[src/rtl/tap_data_path_if.sv]
// Scan-side bundle between the TAP controller / test logic and the scan data
// path: state and serial input in, serial output, instruction and USER
// register update interface out.
interface tap_data_path_if #(
    parameter int USER_WIDTH = 8
);
    logic [3:0]            STATE;
    logic                  TDI;
    logic [USER_WIDTH-1:0] USER_DIN;
    logic                  TDO;
    logic                  TDO_EN;
    logic [3:0]            IR_OUT;
    logic [USER_WIDTH-1:0] USER_DOUT;
    logic                  USER_UPDATE;

    // Controller / test side
    modport master (
        output STATE, TDI, USER_DIN,
        input  TDO, TDO_EN, IR_OUT, USER_DOUT, USER_UPDATE
    );

    // Data path side
    modport slave (
        input  STATE, TDI, USER_DIN,
        output TDO, TDO_EN, IR_OUT, USER_DOUT, USER_UPDATE
    );
endinterface

[src/rtl/tap_data_path.sv]
// JTAG scan data path: instruction register, BYPASS / IDCODE / USER data
// registers and the TDO mux. Every rising TCLK edge performs the capture,
// shift or update action of the TAP state presented on STATE.
module tap_data_path #(
    parameter logic [31:0] IDCODE_VALUE = 32'h1A5C_0ACF,
    parameter int          USER_WIDTH   = 8
) (
    input  logic            TCLK,
    input  logic            TRST,
    tap_data_path_if.slave  tap
);

    localparam logic [3:0] ST_TLR    = 4'd0;
    localparam logic [3:0] ST_CAPDR  = 4'd3;
    localparam logic [3:0] ST_SHDR   = 4'd4;
    localparam logic [3:0] ST_UPDDR  = 4'd8;
    localparam logic [3:0] ST_CAPIR  = 4'd10;
    localparam logic [3:0] ST_SHIR   = 4'd11;
    localparam logic [3:0] ST_UPDIR  = 4'd15;

    localparam logic [3:0] INS_IDCODE  = 4'b0001;
    localparam logic [3:0] INS_USER    = 4'b0010;
    localparam logic [3:0] IR_CAPTURE  = 4'b0101;

    logic [3:0]            irsr;
    logic [3:0]            ir;
    logic                  bypass_r;
    logic [31:0]           idsr;
    logic [USER_WIDTH-1:0] usersr;
    logic [USER_WIDTH-1:0] user_dout;
    logic                  user_upd;
    logic                  tdo;
    logic                  tdo_en;

    // DR selection follows the updated IR only; unknown opcodes fall to BYPASS.
    logic sel_idcode;
    logic sel_user;
    assign sel_idcode = (ir == INS_IDCODE);
    assign sel_user   = (ir == INS_USER);

    // Capture / shift / update actions of the presented TAP state.
    always_ff @(posedge TCLK or negedge TRST) begin
        if (!TRST) begin
            irsr      <= '0;
            ir        <= INS_IDCODE;
            bypass_r  <= 1'b0;
            idsr      <= '0;
            usersr    <= '0;
            user_dout <= '0;
            user_upd  <= 1'b0;
        end else begin
            user_upd <= 1'b0;
            case (tap.STATE)
                ST_TLR:   ir <= INS_IDCODE;
                ST_CAPIR: irsr <= IR_CAPTURE;
                ST_SHIR:  irsr <= {tap.TDI, irsr[3:1]};
                ST_UPDIR: ir <= irsr;
                ST_CAPDR: begin
                    if (sel_idcode)
                        idsr <= IDCODE_VALUE;
                    else if (sel_user)
                        usersr <= tap.USER_DIN;
                    else
                        bypass_r <= 1'b0;
                end
                ST_SHDR: begin
                    if (sel_idcode)
                        idsr <= {tap.TDI, idsr[31:1]};
                    else if (sel_user)
                        usersr <= {tap.TDI, usersr[USER_WIDTH-1:1]};
                    else
                        bypass_r <= tap.TDI;
                end
                ST_UPDDR: begin
                    if (sel_user) begin
                        user_dout <= usersr;
                        user_upd  <= 1'b1;
                    end
                end
                default: ;
            endcase
        end
    end

    // TDO is driven only while shifting; bit 0 of the active shift register.
    always_comb begin
        tdo    = 1'b0;
        tdo_en = 1'b0;
        if (tap.STATE == ST_SHIR) begin
            tdo    = irsr[0];
            tdo_en = 1'b1;
        end else if (tap.STATE == ST_SHDR) begin
            tdo_en = 1'b1;
            if (sel_idcode)
                tdo = idsr[0];
            else if (sel_user)
                tdo = usersr[0];
            else
                tdo = bypass_r;
        end
    end

    assign tap.TDO         = tdo;
    assign tap.TDO_EN      = tdo_en;
    assign tap.IR_OUT      = ir;
    assign tap.USER_DOUT   = user_dout;
    assign tap.USER_UPDATE = user_upd;

endmodule

[src/flat_wrapper.sv]
// flat-port wrapper written by rule: the top's interface ports become plain ports
module tap_data_path_flat 
#(
    parameter logic [31:0] IDCODE_VALUE = 32'h1A5C_0ACF,
    parameter int          USER_WIDTH   = 8
)
  (TCLK, TRST, tap_STATE, tap_TDI, tap_USER_DIN, tap_TDO, tap_TDO_EN, tap_IR_OUT, tap_USER_DOUT, tap_USER_UPDATE);
  tap_data_path_if #(.USER_WIDTH(USER_WIDTH)) tap_i ();
  input  logic TCLK;
  input  logic TRST;
  input wire logic [$bits(tap_i.STATE)-1:0] tap_STATE;
  input wire logic [$bits(tap_i.TDI)-1:0] tap_TDI;
  input wire logic [$bits(tap_i.USER_DIN)-1:0] tap_USER_DIN;
  output wire logic [$bits(tap_i.TDO)-1:0] tap_TDO;
  output wire logic [$bits(tap_i.TDO_EN)-1:0] tap_TDO_EN;
  output wire logic [$bits(tap_i.IR_OUT)-1:0] tap_IR_OUT;
  output wire logic [$bits(tap_i.USER_DOUT)-1:0] tap_USER_DOUT;
  output wire logic [$bits(tap_i.USER_UPDATE)-1:0] tap_USER_UPDATE;
  assign tap_i.STATE = tap_STATE;
  assign tap_i.TDI = tap_TDI;
  assign tap_i.USER_DIN = tap_USER_DIN;
  assign tap_TDO = tap_i.TDO;
  assign tap_TDO_EN = tap_i.TDO_EN;
  assign tap_IR_OUT = tap_i.IR_OUT;
  assign tap_USER_DOUT = tap_i.USER_DOUT;
  assign tap_USER_UPDATE = tap_i.USER_UPDATE;
  tap_data_path #(.IDCODE_VALUE(IDCODE_VALUE), .USER_WIDTH(USER_WIDTH)) u_core (.TCLK(TCLK), .TRST(TRST), .tap(tap_i));
endmodule
[config.mk]
export PLATFORM = sky130hd
export DESIGN_NAME = tap_data_path_flat
export DESIGN_NICKNAME = d
export VERILOG_FILES = /design/src/rtl/tap_data_path_if.sv /design/src/rtl/tap_data_path.sv /design/src/flat_wrapper.sv
export SDC_FILE = /design/constraint.sdc
export NUM_CORES = 1
export LEC_CHECK = 0
export BUFFER_PORTS_ARGS = -buffer_cell sky130_fd_sc_hd__buf_2
export CORE_ASPECT_RATIO = 0.8
export CORE_UTILIZATION = 40
export CTS_BUF_LIST = sky130_fd_sc_hd__clkbuf_8 sky130_fd_sc_hd__clkbuf_16
export CTS_CLUSTER_DIAMETER = 40
export CTS_CLUSTER_SIZE = 24
export DETAILED_ROUTE_END_ITERATION = 10
export SYNTH_ARGS = -nofsm -noshare
export SYNTH_HDL_FRONTEND = slang
export SYNTH_SLANG_ARGS = --single-unit
[constraint.sdc]
create_clock -name TCLK -period 4.44 [get_ports TCLK]
set_input_delay 1.332 -clock TCLK [delete_from_list [all_inputs] [get_ports TCLK]]
set_output_delay 1.332 -clock TCLK [all_outputs]
set_load 0.02 [all_outputs]
==> Word-level counts from Yosys, hierarchy flattened <==
Index checks and enable logic that the tools add are counted.
{ "op_classes": {"n_eq_ne": 16, "mux": 23, "reduce_logical": 8} }
{ "ops": {"columns": ["cell", "count"], "rows": [
  ["two-way mux 32 bit", 2],
  ["case mux 32 bit (2 select lines)", 1],
  ["two-way mux 8 bit", 4],
  ["== test 4 bit (second input constant)", 4],
  ["case mux 4 bit (2 select lines)", 2],
  ["case mux 8 bit (2 select lines)", 1],
  ["two-way mux 1 bit", 12],
  ["AND reduction 5 bit", 2],
  ["== test 4 x 2 -> 1 bit (second input constant)", 2],
  ["inequality test 2 x 1 -> 1 bit (second input constant)", 4],
  ["inequality test 2 bit (second input constant)", 4],
  ["nonzero test 2 bit", 3],
  ["== test 4 x 1 -> 1 bit (second input constant)", 1],
  ["== test 4 x 3 -> 1 bit (second input constant)", 1],
  ["logical NOT 4 bit", 1],
  ["AND reduction 3 bit", 1],
  ["case mux 1 bit (2 select lines)", 1],
  ["AND reduction 2 bit", 1]
]} }
{ "word_totals": {"ff_bits": 58, "input_bits": 15, "out_inout_bits": 15} }

==> Logic depth before layout (Yosys ltp) <==
{ "depth": {"depth_word": 5, "ltp_mapped": 6} }

==> Worst setup path before layout <==
OpenSTA, ideal clock, no wires.
{ "synth_timing": {"path_kind": "in2out", "from": "input port tap_STATE[3]", "to": "output port tap_TDO", "arrival_time_ns": 2.874, "t_required_ns": 3.108, "slack_ns": 0.234, "path_stages": 5, "path_cell_list": "buf_6 > nor4b_1 > buf_2 > o21ai_0 > o32ai_1"} }
{ "synth_via": {"elab_chain_cells": 3} }
{ "synth_rtl": {"columns": ["item", "line", "source"], "rows": [
  ["from (decl)", "flat_wrapper.sv:11", "input wire logic [$bits(tap_i.STATE)-1:0] tap_STATE;"],
  ["== test 4 x 3 -> 1 bit", "tap_data_path.sv:92", "end else if (tap.STATE == ST_SHDR) begin"],
  ["two-way mux 1 bit", "tap_data_path.sv:92", null],
  ["two-way mux 1 bit *", "tap_data_path.sv:89", "if (tap.STATE == ST_SHIR) begin"],
  ["to (decl)", "flat_wrapper.sv:14", "output wire logic [$bits(tap_i.TDO)-1:0] tap_TDO;"]
]} }
Every way passes the cells marked *; elsewhere a longest branch is shown, timed or not.

==> Worst setup path after layout <==
{ "layout_timing": {"from": "input port tap_STATE[1]", "to": "output port tap_TDO"} }
Same word-level chain as after synthesis.

==> impl_metrics.env <==
export IMPL_wl_per_cell_um=15.3
export IMPL_path_max_fanout=13
export IMPL_hpwlAfterDp_um=3050
export IMPL_post_cts_resized=0
export IMPL_final_util=0.485
export IMPL_die_h_um=72.4
export IMPL_slew_headroom=0.409
export IMPL_rows=25
export IMPL_post_cts_buffers=0
export IMPL_syn_nets=200
export IMPL_p_per_area_nw_per_um2=447
export IMPL_ys_ff_latch=58
export IMPL_drt_iter0_drc=54
export IMPL_cts_max_path_buffers=2
export IMPL_tritoncts="done"
export IMPL_hold_viol_final=0
export IMPL_fin_nets=233
export IMPL_setup_viol=0
export IMPL_clockRootBuffer="clkbuf_8"
export IMPL_synth_top_area_cell="dfrtp_1"
export IMPL_dieWidth_um=90.0
export IMPL_cp_required_ns=3.11
export IMPL_multiInputGateArea_um2=958
export IMPL_start_util=0.417
export IMPL_via_per_inst=5.28
export IMPL_synth_most_common_cell="dfrtp_1"
export IMPL_grt_antenna_before_repair=0
export IMPL_drt_wl_total_um=4640
export IMPL_fill_cells=555
export IMPL_tightest_slew_ns=0.886
export IMPL_coreArea_um2=5940
export IMPL_insertedDiodeCount=0
export IMPL_synth_area_leaders="dfrtp_1 (58%), mux2_2 (7.3%), a22o_1 (5.7%)"
export IMPL_grt_setup_unrepaired="no"
export IMPL_p_leak_uw=0.00137
export IMPL_worst_setup_path_type="in2out"
export IMPL_antenna_left=0
export IMPL_wirelength_met1_um=2280
export IMPL_highest_layer="met4"
export IMPL_finalPower_uw=1290
export IMPL_wl_met3_um=250
export IMPL_fin_skew_ns=0.00930
export IMPL_wl_met2_um=2070
export IMPL_final_layout_size_suffix_gt1_frac=0.363
export IMPL_ir_drop_mv=0.193
export IMPL_grt_max_degree=42
export IMPL_syn_area_um2=2480
export IMPL_yosys_cell_types_count=39
export IMPL_htree_levels=3
export IMPL_min_period_ns=3.73
export IMPL_start_kind="primary input"
export IMPL_track_usage=0.157
export IMPL_hp_class="reg2reg"
export IMPL_finalWeightedCongestion=0.762
export IMPL_fin_crit_sh=0.840
export IMPL_seq_area_frac_synth=0.586
export IMPL_io_buffers=29
export IMPL_setup_tns_ns=0
export IMPL_yosysTopAreaCellShare=0.575
export IMPL_crit_arrival_ns=2.40
export IMPL_clock_latency_ns=0.33
export IMPL_area_growth_pct=16.3
export IMPL_ios=30
export IMPL_async_flop_share=1.00
export IMPL_syn_inst=185
export IMPL_vias=1606
export IMPL_yosys_warnings=0
export IMPL_overflow=0
export IMPL_synth_flop_cell="dfrtp_1"
export IMPL_post_route_drc_count=0
export IMPL_synth_edf_count=0
export IMPL_cp_end_kind="output pin"
export IMPL_dieArea_um2=6520
export IMPL_ctsHoldBuffers=0
export IMPL_outcome="finished, final reports clean"
export IMPL_grt_pass1_vias=1526
export IMPL_synthTopCellsByCount="dfrtp_1 (57), a22o_1 (16), mux2_2 (16), o22a_1 (15)"
export IMPL_numCtsBuffers=9
export IMPL_regArea_um2=1450
export IMPL_grt_pass1_wl_um=7830
export IMPL_drv_slew=0
export IMPL_synth_avg_cell_area_um2=13.4
export IMPL_maxCapViolations=0
export IMPL_clock_sinks=58
export IMPL_clkTransAtPathRegs_ns=0.06
export IMPL_drt_pass1_iterations=4
export IMPL_max_freq_ghz=0.268
export IMPL_hold_slack_ns=0.489
-- cells in the final DEF (no fill, tap or decap), drive strengths merged, types with 2 or more instances in the layout --
cell type,n
o22ai,4
inv,6
a211oi,2
or2,2
nor3b,2
nand3b,2
nand2,8
o2bb2ai,2
clkinv,2
a21oi,6
dfrtp,57
clkbuf,12
nor2,5
nor2b,2
or4b,3
mux2,24
o21ai,4
a22o,16
nor4b,2
o22a,15
buf,33
-- stage by stage --
step | cell area [µm²] | setup slack [ns] | std cells
2_1_floorplan | 2480 | 0.234 | 185
3_3_place_gp | 2700 | 0.761 | 288
3_5_place_dp | 2700 | 0.698 | 288
4_1_cts | 2890 | 0.691 | 304
5_1_grt | 2890 | 0.605 | 304
6_report | 2890 | 0.709 | 304
-- routing by layer --
| layer | vias up | global-route usage |
|---|---|---|
| met5 | - | 0 |
| met4 | 0 | 0.0645 |
| met1 | 801 | 0.218 |
| met3 | 5 | 0.0587 |
| met2 | 39 | 0.221 |
| li1 | 761 | - |
-- kinds of logic after synthesis --
group	Yosys count	synth area share
and+or+nand+nor	35	0.0898
muxes	24	0.121
DFF	58	0.586
buffers and inverters	15	0.0303
AOI/OAI and AO/OA	53	0.173
-- registers in the layout, indices dropped and copies added, names as in the netlist --
register	count
u_core.irsr	4
u_core.tap.IR_OUT	4
u_core.bypass_r	1
u_core.usersr	8
u_core.idsr	32
u_core.tap.USER_DOUT	8
u_core.tap.USER_UPDATE	1
-- final timing paths --
path                                 startpoint              end  slack, ns  cells past startpoint
max                                tap_STATE[1]          tap_TDO       0.71                      5
min                             u_core.idsr[18]  u_core.idsr[18]       0.49                      1
max reg2reg                u_core.tap.IR_OUT[0]  u_core.idsr[24]       2.27                      3
min reg2reg                     u_core.idsr[18]  u_core.idsr[18]       0.49                      1
max in group asynchronous                  TRST  u_core.idsr[26]       2.53                      2
min in group asynchronous                  TRST  u_core.idsr[13]       1.13                      1
-- power breakdown --
| group | internal [µW] | switching (µW) | leakage, µW |
|---|---|---|---|
| Combinational | 90.2 | 70.8 | 0.000529 |
| Clock | 242 | 194 | 0.000105 |
| Sequential | 629 | 63.5 | 0.000735 |
-- critical path, cell delays in order --
cell and delay [ns]:
buf_2 0.17, nor4b_2 0.34, o21ai_0 0.13, o32ai_1 0.22
buf_2 0.20
-- cell type report --
class | count | share of cell area
Tap cell | 81 | 0.0351
Multi-Input combinational cell | 112 | 0.332
Inverter | 4 | 0.00520
Clock buffer | 12 | 0.0572
Timing Repair Buffer | 33 | 0.0607
Clock inverter | 4 | 0.00607
Sequential cell | 58 | 0.503
(Power assumes the default switching activity.)
